$ cat config.mk
export PLATFORM = sky130hd
export DESIGN_NAME = acq_frame_sync
export DESIGN_NICKNAME = d
export VERILOG_FILES = /design/src/rtl/time_manage_pkg.sv /design/src/rtl/frame_period_meter.sv /design/src/rtl/acq_frame_sync.sv
export SDC_FILE = /design/constraint.sdc
export NUM_CORES = 1
export LEC_CHECK = 0
export CAP_MARGIN = 20
export CORE_ASPECT_RATIO = 0.5
export CORE_MARGIN = 8
export CORE_UTILIZATION = 35
export CTS_CLUSTER_SIZE = 28
export DETAILED_ROUTE_END_ITERATION = 8
export SYNTH_ARGS = -nofsm -noshare
export SYNTH_HDL_FRONTEND = slang
export SYNTH_SLANG_ARGS = --single-unit
$ cat constraint.sdc
create_clock -name sys_clk_i -period 2.6 [get_ports sys_clk_i]
set_input_delay 0.78 -clock sys_clk_i [delete_from_list [all_inputs] [get_ports sys_clk_i]]
set_output_delay 0.78 -clock sys_clk_i [all_outputs]
set_load 0.01 [all_outputs]
$ cat src/rtl/time_manage_pkg.sv
// time_manage_pkg: constants shared by the acquisition timing generator
// and the receive-side frame synchroniser (states, periods, error bits).
package time_manage_pkg;

    // Frame synchroniser state encoding
    localparam logic [1:0] S_IDLE = 2'd0;
    localparam logic [1:0] S_ARM  = 2'd1;
    localparam logic [1:0] S_RUN  = 2'd2;

    // Default timing at 100 MHz
    localparam int unsigned FRAME_PERIOD_DEF = 2_500_000;
    localparam int unsigned PERIOD_TOL_DEF   = 100;
    localparam int unsigned ADC_PERIOD_DEF   = 100_000;
    localparam int unsigned VIB_PERIOD_DEF   = 488;
    localparam int unsigned WIN_10MS_DEF     = 1_000_000;
    localparam int unsigned EXP_ADC_DEF      = 25;
    localparam int unsigned EXP_VIB_DEF      = 5122;

    // Bit positions in the sticky error vector
    localparam int ERR_ADC     = 0;
    localparam int ERR_VIB     = 1;
    localparam int ERR_PERIOD  = 2;
    localparam int ERR_TIMEOUT = 3;

endpackage

$ cat src/rtl/frame_period_meter.sv
// frame_period_meter: 24-bit saturating frame period counter with
// tolerance compare and missing-frame timeout detect.
// Ports: clk, rst_n; start (restart count), run (in S_RUN), frame (pulse);
//        meas (clocks in frame incl. pulse cycle), period_err, timeout.
module frame_period_meter
    import time_manage_pkg::*;
#(
    parameter int unsigned FRAME_PERIOD = FRAME_PERIOD_DEF,
    parameter int unsigned PERIOD_TOL   = PERIOD_TOL_DEF
) (
    input  logic        clk,
    input  logic        rst_n,
    input  logic        start,
    input  logic        run,
    input  logic        frame,
    output logic [23:0] meas,
    output logic        period_err,
    output logic        timeout
);

    localparam logic [31:0] HI_LIM = 32'(FRAME_PERIOD + PERIOD_TOL);
    localparam logic [31:0] NOM    = 32'(FRAME_PERIOD);
    localparam logic [31:0] TOL    = 32'(PERIOD_TOL);

    logic [23:0] cnt;
    logic [31:0] meas_w;

    always_ff @(posedge clk or negedge rst_n) begin
        if (!rst_n) begin
            cnt <= '0;
        end else if (start) begin
            cnt <= '0;
        end else if (run) begin
            if (frame)
                cnt <= '0;
            else if (cnt != '1)
                cnt <= cnt + 24'd1;
        end
    end

    // The pulse cycle itself belongs to the frame, hence +1
    assign meas   = (cnt == '1) ? cnt : cnt + 24'd1;
    assign meas_w = {8'd0, meas};

    assign period_err = (meas_w > HI_LIM) || (meas_w + TOL < NOM);

    // Fires on the last cycle that could still carry an in-tolerance pulse
    assign timeout = run && !frame && ({8'd0, cnt} + 32'd1 >= HI_LIM);

endmodule

$ cat src/rtl/acq_frame_sync.sv
// acq_frame_sync: locks to the 10 ms window / 25 ms frame sequence, counts
// ADC and vibration start pulses per frame and publishes per-frame results.
// Ports: sys_clk_i, rst_n_i; window/frame/adc/vib pulses; err_clr_i;
//        locked_o, frame_valid_o, frame_cnt_o, adc_cnt_o, vib_cnt_o,
//        period_meas_o, frame_err_o {per,vib,adc}, err_sticky_o {to,per,vib,adc}.
// Macro FRAME_PERIOD_CHECK_EN builds period measurement, check and timeout.
module acq_frame_sync
    import time_manage_pkg::*;
#(
    parameter int unsigned FRAME_PERIOD      = FRAME_PERIOD_DEF,
    parameter int unsigned PERIOD_TOL        = PERIOD_TOL_DEF,
    parameter int unsigned EXP_ADC_PER_FRAME = EXP_ADC_DEF,
    parameter int unsigned EXP_VIB_PER_FRAME = EXP_VIB_DEF
) (
    input  logic        sys_clk_i,
    input  logic        rst_n_i,
    input  logic        time_period_0_10ms_i,
    input  logic        time_period_25ms_pluse_i,
    input  logic        adc_acq_start_pluse_i,
    input  logic        vibration_acq_start_pluse_i,
    input  logic        err_clr_i,
    output logic        locked_o,
    output logic        frame_valid_o,
    output logic [31:0] frame_cnt_o,
    output logic [7:0]  adc_cnt_o,
    output logic [15:0] vib_cnt_o,
    output logic [23:0] period_meas_o,
    output logic [2:0]  frame_err_o,
    output logic [3:0]  err_sticky_o
);

    localparam logic [7:0]  EXP_ADC = 8'(EXP_ADC_PER_FRAME);
    localparam logic [15:0] EXP_VIB = 16'(EXP_VIB_PER_FRAME);

    logic [1:0]  state;
    logic        first_frame;
    logic [7:0]  adc_run;
    logic [15:0] vib_run;
    logic [7:0]  adc_nx;
    logic [15:0] vib_nx;
    logic        win;
    logic        run;
    logic        close;
    logic [23:0] meas;
    logic        period_err;
    logic        timeout;
    logic [2:0]  ferr;
    logic [3:0]  sticky_set;

    assign win   = time_period_0_10ms_i;
    assign run   = (state == S_RUN);
    assign close = run && !win && time_period_25ms_pluse_i;

`ifdef FRAME_PERIOD_CHECK_EN
    frame_period_meter #(
        .FRAME_PERIOD (FRAME_PERIOD),
        .PERIOD_TOL   (PERIOD_TOL)
    ) u_meter (
        .clk        (sys_clk_i),
        .rst_n      (rst_n_i),
        .start      ((state == S_ARM) && !win),
        .run        (run),
        .frame      (time_period_25ms_pluse_i),
        .meas       (meas),
        .period_err (period_err),
        .timeout    (timeout)
    );
`else
    assign meas       = '0;
    assign period_err = 1'b0;
    assign timeout    = 1'b0;
`endif

    // Saturating increments; a pulse on the close cycle joins the closing frame
    assign adc_nx = (adc_acq_start_pluse_i && adc_run != 8'hFF)
                  ? adc_run + 8'd1 : adc_run;
    assign vib_nx = (vibration_acq_start_pluse_i && vib_run != 16'hFFFF)
                  ? vib_run + 16'd1 : vib_run;

    assign ferr = {period_err && !first_frame,
                   vib_nx != EXP_VIB,
                   adc_nx != EXP_ADC};

    always_comb begin
        sticky_set = '0;
        if (close)
            sticky_set[2:0] = ferr;
        if (run && !win && timeout)
            sticky_set[ERR_TIMEOUT] = 1'b1;
    end

    always_ff @(posedge sys_clk_i or negedge rst_n_i) begin
        if (!rst_n_i) begin
            state         <= S_IDLE;
            first_frame   <= 1'b0;
            adc_run       <= '0;
            vib_run       <= '0;
            locked_o      <= 1'b0;
            frame_valid_o <= 1'b0;
            frame_cnt_o   <= '0;
            adc_cnt_o     <= '0;
            vib_cnt_o     <= '0;
            period_meas_o <= '0;
            frame_err_o   <= '0;
            err_sticky_o  <= '0;
        end else begin
            frame_valid_o <= 1'b0;
            // Set beats clear when both land together
            err_sticky_o  <= (err_clr_i ? 4'd0 : err_sticky_o) | sticky_set;
            unique case (state)
                S_IDLE: begin
                    if (win)
                        state <= S_ARM;
                end
                S_ARM: begin
                    if (!win) begin
                        state       <= S_RUN;
                        locked_o    <= 1'b1;
                        adc_run     <= '0;
                        vib_run     <= '0;
                        first_frame <= 1'b1;
                    end
                end
                S_RUN: begin
                    if (win) begin
                        state    <= S_ARM;
                        locked_o <= 1'b0;
                    end else if (timeout) begin
                        state    <= S_IDLE;
                        locked_o <= 1'b0;
                    end else if (close) begin
                        frame_valid_o <= 1'b1;
                        frame_cnt_o   <= frame_cnt_o + 32'd1;
                        adc_cnt_o     <= adc_nx;
                        vib_cnt_o     <= vib_nx;
                        period_meas_o <= meas;
                        frame_err_o   <= ferr;
                        adc_run       <= '0;
                        vib_run       <= '0;
                        first_frame   <= 1'b0;
                    end else begin
                        adc_run <= adc_nx;
                        vib_run <= vib_nx;
                    end
                end
                default: begin
                    state    <= S_IDLE;
                    locked_o <= 1'b0;
                end
            endcase
        end
    end

endmodule

==> impl_results.md <==
* Initial antenna violation count at 0
* Hold Slack at 0.3939 ns
* CTS Hold Buffers Added at 0
* HP Class: input port to async pin
* Peak supply drop at 0.4116 mV
* Initial Utilization at 0.3599
* Post-Syn Area per Cell at 9.690 µm²
* Synth async-reset ratio at 1.000
* Final period util at 0.9524
* Fin crit period at 2.476 ns
* Critical path type: input port to flop
* CTS clk-pin slew, worst paths at 0.06 ns
* Routed vias/inst at 4.841
* Sequential area share after synthesis at 0.4805
* Max Slew Vio Count at 0
* Synth-to-layout area growth at 28.47%
* Total design power at 3.162 mW
* Ant. Diodes at 0
* Area of the multi-input gates at 2160 µm²
* Root Driver: clkbuf_16
* Final hold violation count at 0
* Status: finished clean
* Crit Path Max Fanout at 7
* Setup Skew at 0.008282 ns
* Register area at 2202 µm²
* WL/cell at 14.65 µm
* Worst Setup End Kind: flop
* Finished Layout Cells at 742
* CTS tree: built
* Pleak at 2.545 nW
* DR iter-0 viols at 267
* Placed instance count at 727
* Commonest non-fill, non-tap cell in the layout: dfrtp_1
* DRC Markers at 0
* Final setup vio count at 0
* Wirelength, routed at 10,870 µm
* Clk buf depth at 2
* Worst-Margin Slew at 0.5175 ns
* Die H at 96.92 µm
* Buffers on Ports at 68
* Fillers at 1,195
* Share of cells above drive strength 1 at 0.1311
* TritonCTS Buffers at 9
* Ys flop type: dfrtp_1
* First-pass GRT wire length at 18,080 µm
* Synth cell types at 55
* Sink Count at 88
* RSZ-0062 raised after global routing: no
* Most frequent cells in the layout: 88 x dfrtp_1, 67 x clkdlybuf4s50_1, 60 x nand2_1
* Post-Syn Instances at 473
* HPWL Detailed at 8021 µm
* # rows at 29
* Nets at 578
* Total Die Area at 17,230 µm²
* Number of synthesized flops with an enable pin at 0
* Via count at 3,592
* # H-tree levels at 3
* Core outline area at 12,740 µm²
* WP data required at 2.85 ns
* Highest Clock Rate at 403.8 MHz
* Vias in the first global route at 3,593
* PD cells at 537.1 nW/µm²
* Routed Antenna Nets at 0
* GPL Wtd Cong at 0.9272
* Die width at 177.8 µm
* Yosys reg bits at 88
* Grt total ovfl at 0
* Synthesis Warnings at 0
* Arrival time worst endpoint at 2.72 ns
* Io pins at 96
* CP Launch Type: input port
* Clock latency at the later pin of the worst-skew pair at 0.33 ns
* Largest net degree at the start of global routing at 52
* Drt pass-1 iters at 4
* Slew HR at 0.6521
* Gr usage total at 0.1272
* Max-cap violations at 0
* Cell Area, Synth at 4583 µm²
## timing repair
item / CTS / global route
setup endpoints to repair: 0 / 7
setup buffers: 0 / 0
gates resized for setup: 0 / 6
## state kept, by name, indices dropped and copies added, names as in the netlist
| register | cells |
|---|---|
| frame_cnt_o | 32 |
| vib_cnt_o | 16 |
| state | 2 |
| adc_run | 8 |
| vib_run | 16 |
| frame_valid_o | 1 |
| locked_o | 1 |
| err_sticky_o | 2 |
| frame_err_o | 2 |
| adc_cnt_o | 8 |
## stage by stage
stage	setup slack, ns	util	area [µm²]	TNS [ns]
floorplan	0.3509	-	4681	0
global placement	-0.1944	0.4365	5559	-1.899
CTS	0.06176	0.4598	5856	0
detailed placement	-0.2800	0.4365	5559	-3.112
global route	0.03757	0.4623	5888	0
finish	0.1237	0.4623	5888	0
## cells by family after synthesis
group | Yosys count | synth area share
flops | 88 | 0.4805
other cells | 1 | 0.0008182
buf+inv | 59 | 0.07671
simple gates | 176 | 0.2083
xor+xnor | 51 | 0.09746
mux | 6 | 0.01365
fa+ha+maj | 3 | 0.008191
compound gates | 89 | 0.1144
## routing by layer
layer | part of all wire | GRT usage | vias to the layer above
met3 | 0.055 | 0.03181 | 5
met4 | 0.0079 | 0.03631 | 0
met2 | 0.43 | 0.1905 | 79
met5 | 0 | 0 | -
li1 | - | - | 1801
met1 | 0.51 | 0.1779 | 1707
## final timing paths
path	start	end	slack [ns]	cells after the start
max in group asynchronous	rst_n_i	vib_run[15]	1.62	2
min in group sys_clk_i	frame_cnt_o[31]	frame_cnt_o[31]	0.47	1
min reg2reg	frame_cnt_o[31]	frame_cnt_o[31]	0.47	1
min	rst_n_i	adc_cnt_o[1]	0.39	1
max	vibration_acq_start_pluse_i	frame_err_o[1]	0.12	7
max reg2reg	vib_run[1]	err_sticky_o[1]	0.29	7
## cells in the mapped netlist, types with 4 or more instances
library cell | number | area [µm²]
nand4_1 | 16 | 100.1
or3_1 | 4 | 25.02
nand2_1 | 60 | 225.2
clkbuf_1 | 10 | 37.54
xnor2_1 | 30 | 262.8
xor2_1 | 21 | 183.9
dfrtp_1 | 88 | 2202
a31oi_1 | 5 | 31.28
nor2_1 | 19 | 71.32
nor4_2 | 4 | 50.05
buf_2 | 5 | 25.02
buf_4 | 29 | 217.7
mux2i_1 | 4 | 40.04
a21oi_1 | 13 | 65.06
o21ai_0 | 46 | 230.2
nand3_1 | 23 | 115.1
and4_1 | 10 | 87.58
inv_1 | 10 | 37.54
o31ai_1 | 7 | 52.55
and3_1 | 10 | 62.56
nor4_1 | 7 | 43.79
## power by group
group	internal [mW]	leakage [nW]	switching, mW	total, mW
clock network	0.770	0.138	0.534	1.30
logic	0.173	1.20	0.193	0.365
registers	1.43	1.20	0.0594	1.49
## critical path, cell delays in order
cell and delay, ns:
clkdlybuf4s50_1 0.48, nand3_1 0.11, or3_4 0.44, or3_4 0.36, a211oi_2 0.28, nor4_1 0.10
a21oi_1 0.18
## area by class of cell
class	instances	area share
clock inverter	4	0.009137
timing repair buffer	106	0.1657
tap	170	0.03612
sequential	88	0.3740
clock buffer	11	0.04122
inverter	11	0.007012
multi-input combinational	352	0.3668
(Power assumes the default switching activity.)
